$ cat src/rtl/ps2_pkg.sv
// Shared constants and FSM state type for the PS/2 key event encoder.
package ps2_pkg;

   localparam logic [7:0] PS2_PREFIX_EXT   = 8'hE0;
   localparam logic [7:0] PS2_PREFIX_REL   = 8'hF0;
   localparam logic [7:0] PS2_PREFIX_PAUSE = 8'hE1;
   localparam logic [2:0] PS2_PAUSE_SKIP   = 3'd7;

   typedef enum logic [1:0] {
      IDLE,
      DATA,
      PARITY,
      STOP
   } ps2_state_t;

endpackage

$ cat src/rtl/ps2_line_filter.sv
// Two-flop synchronizer followed by a run-length glitch filter for one PS/2 line.
// The filtered output changes only after FILTER_LEN consecutive differing samples.
module ps2_line_filter #(
   parameter int FILTER_LEN = 8
) (
   input  logic clk_sys,
   input  logic reset,
   input  logic raw,
   output logic filtered
);

   localparam int CW = (FILTER_LEN > 1) ? $clog2(FILTER_LEN) : 1;

   logic [1:0]    sync;
   logic [CW-1:0] run_cnt;

   // The run counter restarts whenever the synchronized sample agrees with the output.
   always_ff @(posedge clk_sys or posedge reset) begin
      if (reset) begin
         sync     <= 2'b11;
         run_cnt  <= '0;
         filtered <= 1'b1;
      end else begin
         sync <= {sync[0], raw};
         if (sync[1] == filtered) begin
            run_cnt <= '0;
         end else if (run_cnt == CW'(FILTER_LEN - 1)) begin
            filtered <= sync[1];
            run_cnt  <= '0;
         end else begin
            run_cnt <= run_cnt + 1'b1;
         end
      end
   end

endmodule

$ cat src/rtl/ps2_key_encoder.sv
// PS/2 receive FSM and scancode decoder producing the toggle-flagged ps2_key event word.
module ps2_key_encoder
   import ps2_pkg::*;
#(
   parameter int FILTER_LEN     = 8,
   parameter int TIMEOUT_CYCLES = 48000
) (
   input  logic        clk_sys,
   input  logic        reset,
   input  logic        ps2_clk,
   input  logic        ps2_data,
   output logic [10:0] ps2_key,
   output logic        frame_err
);

   localparam int TW = $clog2(TIMEOUT_CYCLES + 1);

   logic          clk_f;
   logic          data_f;
   logic          clk_prev;
   logic          strobe;
   ps2_state_t    state;
   ps2_state_t    state_next;
   logic [2:0]    bit_cnt;
   logic [7:0]    shift_reg;
   logic          par_bit;
   logic          parity_ok;
   logic [TW-1:0] timeout_cnt;
   logic          timeout_hit;
   logic          ext_flag;
   logic          rel_flag;
   logic [2:0]    skip_cnt;
   logic          shift_en;
   logic          par_en;
   logic          start_err;
   logic          stop_ok;
   logic          stop_bad;

   ps2_line_filter #(.FILTER_LEN(FILTER_LEN)) clk_filter (
      .clk_sys  (clk_sys),
      .reset    (reset),
      .raw      (ps2_clk),
      .filtered (clk_f)
   );

   ps2_line_filter #(.FILTER_LEN(FILTER_LEN)) data_filter (
      .clk_sys  (clk_sys),
      .reset    (reset),
      .raw      (ps2_data),
      .filtered (data_f)
   );

   assign strobe      = clk_prev & ~clk_f;
   assign parity_ok   = ^{shift_reg, par_bit};
   assign timeout_hit = (state != IDLE) && (timeout_cnt == TW'(TIMEOUT_CYCLES - 1));

   always_ff @(posedge clk_sys or posedge reset) begin
      if (reset) begin
         state <= IDLE;
      end else begin
         state <= state_next;
      end
   end

   // Timeout has priority, so a strobe landing on the expiry cycle is dropped.
   always_comb begin
      state_next = state;
      shift_en   = 1'b0;
      par_en     = 1'b0;
      start_err  = 1'b0;
      stop_ok    = 1'b0;
      stop_bad   = 1'b0;
      if (timeout_hit) begin
         state_next = IDLE;
      end else if (strobe) begin
         case (state)
            IDLE: begin
               if (data_f) begin
                  start_err = 1'b1;
               end else begin
                  state_next = DATA;
               end
            end
            DATA: begin
               shift_en = 1'b1;
               if (bit_cnt == 3'd7) begin
                  state_next = PARITY;
               end
            end
            PARITY: begin
               par_en     = 1'b1;
               state_next = STOP;
            end
            STOP: begin
               if (data_f && parity_ok) begin
                  stop_ok = 1'b1;
               end else begin
                  stop_bad = 1'b1;
               end
               state_next = IDLE;
            end
            default: state_next = IDLE;
         endcase
      end
   end

   always_ff @(posedge clk_sys or posedge reset) begin
      if (reset) begin
         clk_prev    <= 1'b1;
         bit_cnt     <= 3'd0;
         shift_reg   <= 8'h00;
         par_bit     <= 1'b0;
         timeout_cnt <= '0;
         frame_err   <= 1'b0;
      end else begin
         clk_prev  <= clk_f;
         frame_err <= timeout_hit | start_err | stop_bad;
         if (shift_en) begin
            shift_reg <= {data_f, shift_reg[7:1]};
            bit_cnt   <= bit_cnt + 3'd1;
         end else if (state == IDLE) begin
            bit_cnt <= 3'd0;
         end
         if (par_en) begin
            par_bit <= data_f;
         end
         if (state == IDLE || strobe) begin
            timeout_cnt <= '0;
         end else begin
            timeout_cnt <= timeout_cnt + 1'b1;
         end
      end
   end

   // Prefix bytes only arm flags; every other accepted byte emits one event and consumes them.
   always_ff @(posedge clk_sys or posedge reset) begin
      if (reset) begin
         ps2_key  <= 11'h000;
         ext_flag <= 1'b0;
         rel_flag <= 1'b0;
         skip_cnt <= 3'd0;
      end else if (timeout_hit || stop_bad) begin
         ext_flag <= 1'b0;
         rel_flag <= 1'b0;
      end else if (stop_ok) begin
         if (skip_cnt != 3'd0) begin
            skip_cnt <= skip_cnt - 3'd1;
            if (skip_cnt == 3'd1) begin
               ext_flag <= 1'b0;
               rel_flag <= 1'b0;
            end
         end else begin
            case (shift_reg)
               PS2_PREFIX_EXT:   ext_flag <= 1'b1;
               PS2_PREFIX_REL:   rel_flag <= 1'b1;
               PS2_PREFIX_PAUSE: skip_cnt <= PS2_PAUSE_SKIP;
               default: begin
                  ps2_key  <= {~ps2_key[10], ~rel_flag, ext_flag, shift_reg};
                  ext_flag <= 1'b0;
                  rel_flag <= 1'b0;
               end
            endcase
         end
      end
   end

endmodule
$ cat config.mk
export PLATFORM = sky130hd
export DESIGN_NAME = ps2_key_encoder
export DESIGN_NICKNAME = d
export VERILOG_FILES = /design/src/rtl/ps2_pkg.sv /design/src/rtl/ps2_line_filter.sv /design/src/rtl/ps2_key_encoder.sv
export SDC_FILE = /design/constraint.sdc
export NUM_CORES = 1
export LEC_CHECK = 0
export ABC_AREA = 1
export BUFFER_PORTS_ARGS = -buffer_cell sky130_fd_sc_hd__buf_2
export CELL_PAD_IN_SITES_DETAIL_PLACEMENT = 1
export CELL_PAD_IN_SITES_GLOBAL_PLACEMENT = 2
export CORE_ASPECT_RATIO = 1.5
export CORE_UTILIZATION = 37
export DETAILED_ROUTE_END_ITERATION = 10
export PLACE_DENSITY = 0.9
export SLEW_MARGIN = 10
export SYNTH_ARGS = -nofsm -noshare
export SYNTH_HDL_FRONTEND = slang
export SYNTH_HIERARCHICAL = 1
export SYNTH_SLANG_ARGS = --single-unit
$ cat constraint.sdc
create_clock -name clk_sys -period 2.3 [get_ports clk_sys]
set_input_delay 0.345 -clock clk_sys [delete_from_list [all_inputs] [get_ports clk_sys]]
set_output_delay 0.345 -clock clk_sys [all_outputs]
set_load 0.01 [all_outputs]
==> results.cfg <==
[floorplan]
core_sq_um = 8010
dieWidth_um = 76.4
die_area_sq_um = 8680
initial_core_util_pct = 38.4
die_h_um = 114
rows = 40
ios = 16

[timing]
tns_ns = 0
tightest_slew_ns = 0.713
post-route-period-util_pct = 87.4
max-slew-margin-rel_pct = 52.3
rsz0062_at_grt = false
setup_viol = 0
hold_viol = 0
drv_slew = 0
fin_skew_ns = 0.00598
fin_ws_ns = 0.291
fmax_mhz = 498
min_period_ns = 2.01

[pwr]
clockPowerShare_pct = 39.2
switchingPower_mw = 0.911
power.density_nw_per_um2 = 851
internal_power_mw = 2.13
sequentialPowerShare_pct = 42.2
p_total_mw = 3.04
power.leakage_nw = 1.81
p_sw_share_pct = 30.0
combinationalPowerShare_pct = 18.6
vdd_drop_max_uv = 483

[final_layout]
drive_gt1_share_pct = 13.3
syn_to_final_growth_pct = 16.2
n_antenna_cell = 0
largest_register_ffs = 16
final_nets = 419
final_util_pct = 44.6
fill_cells = 983

[global_route]
grt_pass1_vias = 2763
grt_overflow = 0
grt_max_degree = 32
grt_pass1_wl_um = 12500
antenna_found_initial = 0
grt_usage_pct = 18.7

[logic_synthesis]
synth_area_leader_cell = dfrtp_1
yosysWarnings = 6
synth.area.top_cells = dfrtp_1, nand2_1, inv_1, dfstp_2, ha_1
synth.avg_cell_area_sq_um = 8.18
synth_cell_types = 30
syn_nets = 394
seq_area_frac_synth_pct = 49.1
synth.top_cell.area_share_pct = 43.1
synth_area_sq_um = 3070
ys_ff_latch = 60
synth_cells = 376

[placed_design]
gp_congestion = 0.782
dp_hpwl_um = 5260
io_buffers = 15
place_ws_ns = 0.186

[critical_path]
endpoint_kind = flip-flop
crit_required_ns = 2.51
worst_path_largest_cell_delay_ns = 0.38
startpoint_type = flip-flop
crit_chain = inv_1 -> ha_1 -> nor3_1 -> nor3b_1 -> nand2_1 -> buf_4 -> nand3_1 -> nand2_1 -> nand2_1 -> nand2_1
arrival_ns = 2.22
cp_slowest_cell = dfrtp_1
worstRegToRegCells = 10
cp_max_fo = 21
crit_type = reg -> reg
crit_top_cell = nand2_1

[cts]
clkTransAtPathRegs_ns = 0.05
cts_sinks = 60
clk_path_buf_depth = 2
clockRootBuffer = clkbuf_16
clk_latency_ns = 0.32
cts_tree = done
cts_buffers = 9
htree_levels = 3

[routing]
wl_per_cell_um = 13.8
viasPerCell = 4.95
routed_wl_um = 7070
drtIter0Drc = 89
drc = 0
dr.pass1.iters = 4
antenna_left = 0
vias = 2528

[worst_hold_path]
hold_path_class = in -> reg
min_path_cells = 1

[outcome]
status = completed

[job]
drv_cap = 0
-- worst paths after layout --
kind | from | endpoint | slack, ns
max | state[0] | ext_flag | 0.29
min | ps2_data | data_filter/sync[0] | 0.12
max reg2reg | state[0] | ext_flag | 0.29
min reg2reg | clk_filter/sync[0] | clk_filter/sync[1] | 0.35
max in group asynchronous | reset | clk_prev | 1.12
min in group asynchronous | reset | data_filter/run_cnt[2] | 0.50
-- cell families (layout without fill, tap and decap cells) --
| kind of cell | after synthesis | after routing | synth area share (%) |
|---|---|---|---|
| AND/OR/NAND/NOR | 199 | 199 | 29.5 |
| buffers and inverters | 65 | 95 | 8.55 |
| adder cells (fa/ha/maj) | 14 | 14 | 5.70 |
| AO/OA/AOI/OAI | 36 | 36 | 6.51 |
| XOR/XNOR | 2 | 2 | 0.570 |
| flip-flops | 60 | 60 | 49.1 |
-- cells in the mapped netlist --
cell / count
a211oi_1: 1
a21boi_0: 1
a21oi_1: 8
a22o_1: 2
buf_2: 3
buf_6: 2
clkbuf_1: 3
dfrtp_1: 53
dfstp_2: 7
ha_1: 14
inv_1: 56
inv_2: 1
nand2_1: 102
nand2_2: 3
nand3_1: 19
nand3_2: 4
nand3b_1: 1
nand4_1: 21
nor2_1: 31
nor2_2: 2
nor3_1: 8
nor3_4: 1
nor3b_1: 3
nor4_1: 1
o211ai_1: 2
o21a_1: 1
o21ai_0: 21
or2_0: 2
or2_2: 1
xnor2_1: 2
-- critical path, delay by kind of cell (launching register included) --
kind,cells,cell delay [ns]
buf+inv,2,0.35
flops,1,0.38
fa+ha+maj,1,0.27
simple gates,7,0.90
-- metrics by stage --
step           std cells  hold slack [ns]  instance area, sq um
2_1_floorplan        376            0.134                  3070
3_3_place_gp         494            0.300                  3290
3_5_place_dp         494            0.303                  3290
4_1_cts              511            0.103                  3560
5_1_grt              511            0.101                  3570
6_report             511            0.119                  3570
-- power groups by stage --
stage / combinational (mW) / clock [mW] / sequential [mW]
after CTS: 0.585 / 1.24 / 1.29
after floorplan: 0.433 / 0 / 1.27
after global routing: 0.673 / 1.27 / 1.30
after global placement: 0.545 / 0 / 1.29
after detailed placement: 0.571 / 0 / 1.30
final: 0.567 / 1.19 / 1.28
-- cell type report --
type	instances	area, sq um	area share (%)
clock inverter	2	10.0	0.280
timing repair buffer	22	143	3.99
inverter	57	214	5.99
sequential	60	1510	42.3
clock buffer	14	254	7.11
multi-input combinational	251	1310	36.7
tap	105	131	3.68
-- routing by layer --
| layer | up-vias | track usage (%) | part of all wire (%) |
|---|---|---|---|
| met1 | 1236 | 18.9 | 40 |
| met3 | 15 | 4.56 | 2.2 |
| li1 | 1255 | - | - |
| met2 | 22 | 35.2 | 55 |
| met4 | 0 | 9.62 | 2.7 |
| met5 | - | 0 | 0 |
-- cells in the final DEF (no fill, tap or decap), types with 3 or more instances in the layout --
cell       synthesis  routed
dfstp_2            7       7
dfrtp_1           53      53
buf_2              3      15
nand2_1          102     102
nor3_1             8       8
buf_4              0       5
a21oi_1            8       8
nor3b_1            3       3
clkbuf_16          0       9
nand3_2            4       3
o21ai_0           21      21
nor2_1            31      30
nand2_2            3       3
nand3_1           19      19
inv_1             56      55
ha_1              14      14
nor2_2             2       3
clkbuf_1           3       4
nand4_1           21      21
-- what timing repair did --
action,4_1_cts,5_1_grt
endpoints found under the hold margin,6,0
buffers inserted,0,0
resized for setup,0,3
endpoints found under the setup margin,0,7
hold buffers,1,0
Note: power is estimated with default switching activity, not from simulation.
